$ cat src/rtl/fib_fd_seq_pkg.sv
// Shared definitions for the fast-doubling Fibonacci engine: state encoding and iteration length.
package fib_fd_seq_pkg;

    localparam int unsigned FIB_ITER_CYCLES = 4;

    typedef enum logic [2:0] {
        ST_IDLE   = 3'd0,
        ST_MUL_C  = 3'd1,
        ST_MUL_AA = 3'd2,
        ST_MUL_BB = 3'd3,
        ST_UPDATE = 3'd4,
        ST_DONE   = 3'd5
    } state_t;

endpackage

$ cat src/rtl/fib_fd_seq_mul.sv
// Combinational array multiplier: sums shifted partial products of x for each set bit of y.
module mul #(
    parameter int unsigned bw = 8
) (
    input  logic [bw-1:0]   x,
    input  logic [bw-1:0]   y,
    output logic [2*bw-1:0] p
);

    always_comb begin
        p = '0;
        for (int unsigned k = 0; k < bw; k++) begin
            if (y[k]) begin
                p = p + ({{bw{1'b0}}, x} << k);
            end
        end
    end

endmodule

$ cat src/rtl/fib_fd_seq.sv
// Fast-doubling Fibonacci engine, F(n) mod 2^BW, one shared multiplier over NW iterations.
// Optional overflow flag enabled by defining FIB_OVF_DETECT_EN.
module fib_fd_seq
    import fib_fd_seq_pkg::*;
#(
    parameter int unsigned BW = 8,
    parameter int unsigned NW = 4
) (
    input  logic          clk,
    input  logic          rst_n,
    input  logic          start,
    input  logic [NW-1:0] n,
    output logic          idle,
    output logic          done,
    output logic [BW-1:0] fib
`ifdef FIB_OVF_DETECT_EN
    ,
    output logic          ovf
`endif
);

    localparam int unsigned IW = (NW > 1) ? $clog2(NW) : 1;

    state_t          state;
    logic [BW-1:0]   a, b, c, t;
    logic [NW-1:0]   nr;
    logic [IW-1:0]   i;

    logic [BW+1:0]   twob_a;
    logic [BW-1:0]   mul_x, mul_y;
    logic [2*BW-1:0] prod;
    logic [BW:0]     d_full, sum_full;
    logic [BW-1:0]   a_nxt, b_nxt;

    // 2b - a kept two bits wider so a wrap above or below the range is visible
    assign twob_a   = {1'b0, b, 1'b0} - {2'b00, a};
    assign d_full   = {1'b0, t} + {1'b0, prod[BW-1:0]};
    assign sum_full = {1'b0, c} + {1'b0, t};
    assign a_nxt    = nr[i] ? t : c;
    assign b_nxt    = nr[i] ? sum_full[BW-1:0] : t;

    // Operand mux: zero outside the multiply states
    always_comb begin
        mul_x = '0;
        mul_y = '0;
        case (state)
            ST_MUL_C: begin
                mul_x = a;
                mul_y = twob_a[BW-1:0];
            end
            ST_MUL_AA: begin
                mul_x = a;
                mul_y = a;
            end
            ST_MUL_BB: begin
                mul_x = b;
                mul_y = b;
            end
            default: ;
        endcase
    end

    mul #(.bw(BW)) u_mul (
        .x(mul_x),
        .y(mul_y),
        .p(prod)
    );

`ifndef FIB_OVF_DETECT_EN
    logic unused_hi;
    assign unused_hi = &{1'b0, prod[2*BW-1:BW], twob_a[BW+1:BW], d_full[BW], sum_full[BW]};
`endif

    always_ff @(posedge clk or negedge rst_n) begin
        if (!rst_n) begin
            state <= ST_IDLE;
            a     <= '0;
            b     <= '0;
            c     <= '0;
            t     <= '0;
            nr    <= '0;
            i     <= '0;
            idle  <= 1'b1;
            done  <= 1'b0;
            fib   <= '0;
`ifdef FIB_OVF_DETECT_EN
            ovf   <= 1'b0;
`endif
        end else begin
            done <= 1'b0;
            case (state)
                ST_IDLE, ST_DONE: begin
                    if (start) begin
                        nr    <= n;
                        a     <= '0;
                        b     <= BW'(1);
                        i     <= IW'(NW - 1);
                        idle  <= 1'b0;
                        state <= ST_MUL_C;
`ifdef FIB_OVF_DETECT_EN
                        ovf   <= 1'b0;
`endif
                    end else begin
                        idle  <= 1'b1;
                        state <= ST_IDLE;
                    end
                end
                ST_MUL_C: begin
                    c     <= prod[BW-1:0];
                    state <= ST_MUL_AA;
`ifdef FIB_OVF_DETECT_EN
                    if ((|prod[2*BW-1:BW]) || (|twob_a[BW+1:BW])) ovf <= 1'b1;
`endif
                end
                ST_MUL_AA: begin
                    t     <= prod[BW-1:0];
                    state <= ST_MUL_BB;
`ifdef FIB_OVF_DETECT_EN
                    if (|prod[2*BW-1:BW]) ovf <= 1'b1;
`endif
                end
                ST_MUL_BB: begin
                    t     <= d_full[BW-1:0];
                    state <= ST_UPDATE;
`ifdef FIB_OVF_DETECT_EN
                    if ((|prod[2*BW-1:BW]) || d_full[BW]) ovf <= 1'b1;
`endif
                end
                ST_UPDATE: begin
                    a <= a_nxt;
                    b <= b_nxt;
`ifdef FIB_OVF_DETECT_EN
                    // c+d only matters when it becomes the new b
                    if (nr[i] && sum_full[BW]) ovf <= 1'b1;
`endif
                    if (i == '0) begin
                        fib   <= a_nxt;
                        done  <= 1'b1;
                        idle  <= 1'b1;
                        state <= ST_DONE;
                    end else begin
                        i     <= i - IW'(1);
                        state <= ST_MUL_C;
                    end
                end
                default: begin
                    idle  <= 1'b1;
                    state <= ST_IDLE;
                end
            endcase
        end
    end

endmodule

$ cat config.mk
export PLATFORM = sky130hd
export DESIGN_NAME = fib_fd_seq
export DESIGN_NICKNAME = d
export VERILOG_FILES = /design/src/rtl/fib_fd_seq_pkg.sv /design/src/rtl/fib_fd_seq_mul.sv /design/src/rtl/fib_fd_seq.sv
export SDC_FILE = /design/constraint.sdc
export NUM_CORES = 1
export LEC_CHECK = 0
export CAP_MARGIN = 20
export CORE_MARGIN = 5
export CORE_UTILIZATION = 35
export DETAILED_ROUTE_END_ITERATION = 10
export PLACE_DENSITY = 0.5
export SLEW_MARGIN = 10
export SYNTH_ARGS = -nofsm -noshare
export SYNTH_HDL_FRONTEND = slang
export SYNTH_HIERARCHICAL = 1
export SYNTH_SLANG_ARGS = --single-unit
$ cat constraint.sdc
create_clock -name clk -period 22.2 [get_ports clk]
set_clock_uncertainty 0.05 [all_clocks]
set_input_delay 4.44 -clock clk [delete_from_list [all_inputs] [get_ports clk]]
set_output_delay 4.44 -clock clk [all_outputs]
set_load 0.01 [all_outputs]
==> results.py <==
metrics = {
    "status": {
        "status": "complete, no violations",
    },
    "drt": {
        "totalWireLength_microns": 12200,
        "vias": 3933,
        "wire_per_inst_microns": 16.4,
        "drt_first_pass_iters": 4,
        "antenna_left": 0,
        "drc": 0,
        "drt_iter0_drc": 169,
        "vias_per_cell": 5.29,
    },
    "placement": {
        "port_buffers": 16,
        "dp_hpwl_microns": 9590,
        "post_dp_cell_area_sq_um": 5050,
        "gp_congestion": 0.869,
        "pre_cts_ws_ns": 12.75,
        "dpl.cell_count": 735,
    },
    "floorplanning": {
        "dieHeight_microns": 127,
        "die-area_sq_um": 16200,
        "start_util": 0.360,
        "ios": 17,
        "die_w_microns": 127,
        "num_rows": 42,
        "core_area_sq_um": 13300,
    },
    "critical_path": {
        "cp.arrival_ns": 9.62,
        "cp-start-kind": "flop",
        "crit_required_ns": 22.36,
        "critical_path_class": "flop to flop",
        "slowest_delay_ns": 0.60,
        "cp-end-kind": "flop",
        "cp_slowest_cell": "a21oi_1",
        "path_max_fanout": 29,
    },
    "grt": {
        "grt_max_degree": 52,
        "grt_pass1_wl_microns": 20300,
        "gr-usage-all-layers": 0.154,
        "grt_overflow": 0,
        "grt_pass1_vias": 3870,
        "antenna_found_initial": 0,
    },
    "yosys": {
        "synth.avg_cell_area_sq_um": 8.40,
        "yosys_warnings": 6,
        "synthCells": 573,
        "synth_fp_nets": 636,
        "syn-cell-area_sq_um": 4810,
    },
    "final_layout": {
        "final_cell_area_sq_um": 5240,
        "layout-drive-gt1-share": 0.0847,
        "stdcell_count": 743,
        "multi_input_area_sq_um": 3210,
        "fin_util": 0.393,
        "final_nets": 629,
        "final-seq-area_sq_um": 1280,
        "areaGrowthSynthToFinish_pct": 9.00,
        "num-fill-cells": 1372,
        "antennaDiodeCount": 0,
    },
    "power_and_ir_drop": {
        "p_per_area_nw_per_um2": 151,
        "vdd_drop_max_v": 0.0000572,
        "leakagePower_nw": 2.39,
        "total_power_mw": 0.792,
    },
    "timing": {
        "hold_viol_final": 0,
        "tns_ns": 0,
        "setup_viol": 0,
        "setup_slack_ns": 12.74,
        "tightest_slew_ns": 0.779,
        "period_share": 0.426,
        "max_slew_margin": 0.479,
        "fin_crit_ns": 9.46,
        "max_freq_mhz": 106,
        "drv_slew": 0,
        "rsz0062_at_grt": "false",
        "hold_ws_ns": 0.461,
    },
    "cts": {
        "cts_tree": "done",
        "cts_sinks": 51,
        "clock-root-buffer": "clkbuf_16",
        "post_cts_buffers": 0,
        "clk_pin_slew_ns": 0.07,
        "cts_resized": 0,
        "cts_made_buffers": 5,
        "h-tree-depth": 2,
        "clockBufferDepth": 2,
        "clkLatencyLatePin_ns": 0.29,
        "cts_hold_buffers": 0,
    },
    "job": {
        "drv_cap": 0,
    },
    "worst_hold_path": {
        "hold_path_class": "flop to flop",
    },
}
[layout by cell type (no fill, tap or decap), drive strengths merged, types with 10 or more instances in the layout]
cell type      instances
o21a                  10
o21ai                 38
mux2i                 23
a21o                  12
ha                    47
clkdlybuf4s50         15
inv                   36
nand2                 80
nor2                  38
xnor2                 16
dfrtp                 50
mux2                  16
nor2b                 14
a21oi                 48
o22ai                 13
[layer usage]
layer  global-route usage  routed length (microns)
met1                0.221                     5890
met2                0.246                     5660
met3               0.0142                      333
met5                    0                        0
met4               0.0454                      322
[state kept, by name (all words and copies together) (netlist names)]
register  cells
a             8
b             8
c             8
fib           8
t             8
nr            4
state         3
i             2
done          1
idle          1
[critical path: cells and delay by family, from the launching register on]
family / cells / cell delay [ns]
flops: 1 / 0.32
fa+ha+maj: 7 / 2.64
simple gates: 10 / 1.84
compound gates: 12 / 2.68
mux: 3 / 0.46
xor+xnor: 2 / 0.30
buf+inv: 5 / 1.06
[cell type report]
type                            instances  area share
Clock buffer                            5      0.0239
Inverter                               35      0.0251
Sequential cell                        51       0.244
Timing Repair Buffer                   23      0.0396
Clock inverter                          3      0.0136
Multi-Input combinational cell        450       0.612
Tap cell                              176      0.0420
[final timing paths]
check,cells after the start,startpoint,end,slack [ns]
max,39,state[0],t[7],12.74
min,1,nr[1],nr[1],0.46
max reg2reg,39,state[0],t[7],12.74
min reg2reg,1,nr[1],nr[1],0.46
max in group asynchronous,2,rst_n,b[4],17.45
min in group asynchronous,2,rst_n,fib[4],4.21
[where the power goes]
group	switching [mW]	internal, mW	leakage [nW]	total (mW)
Clock	0.0362	0.0654	0.0959	0.102
Combinational	0.290	0.224	1.64	0.514
Sequential	0.0469	0.129	0.648	0.176
Total	0.373	0.419	2.39	0.792
Note: power is estimated with default switching activity, not from simulation.
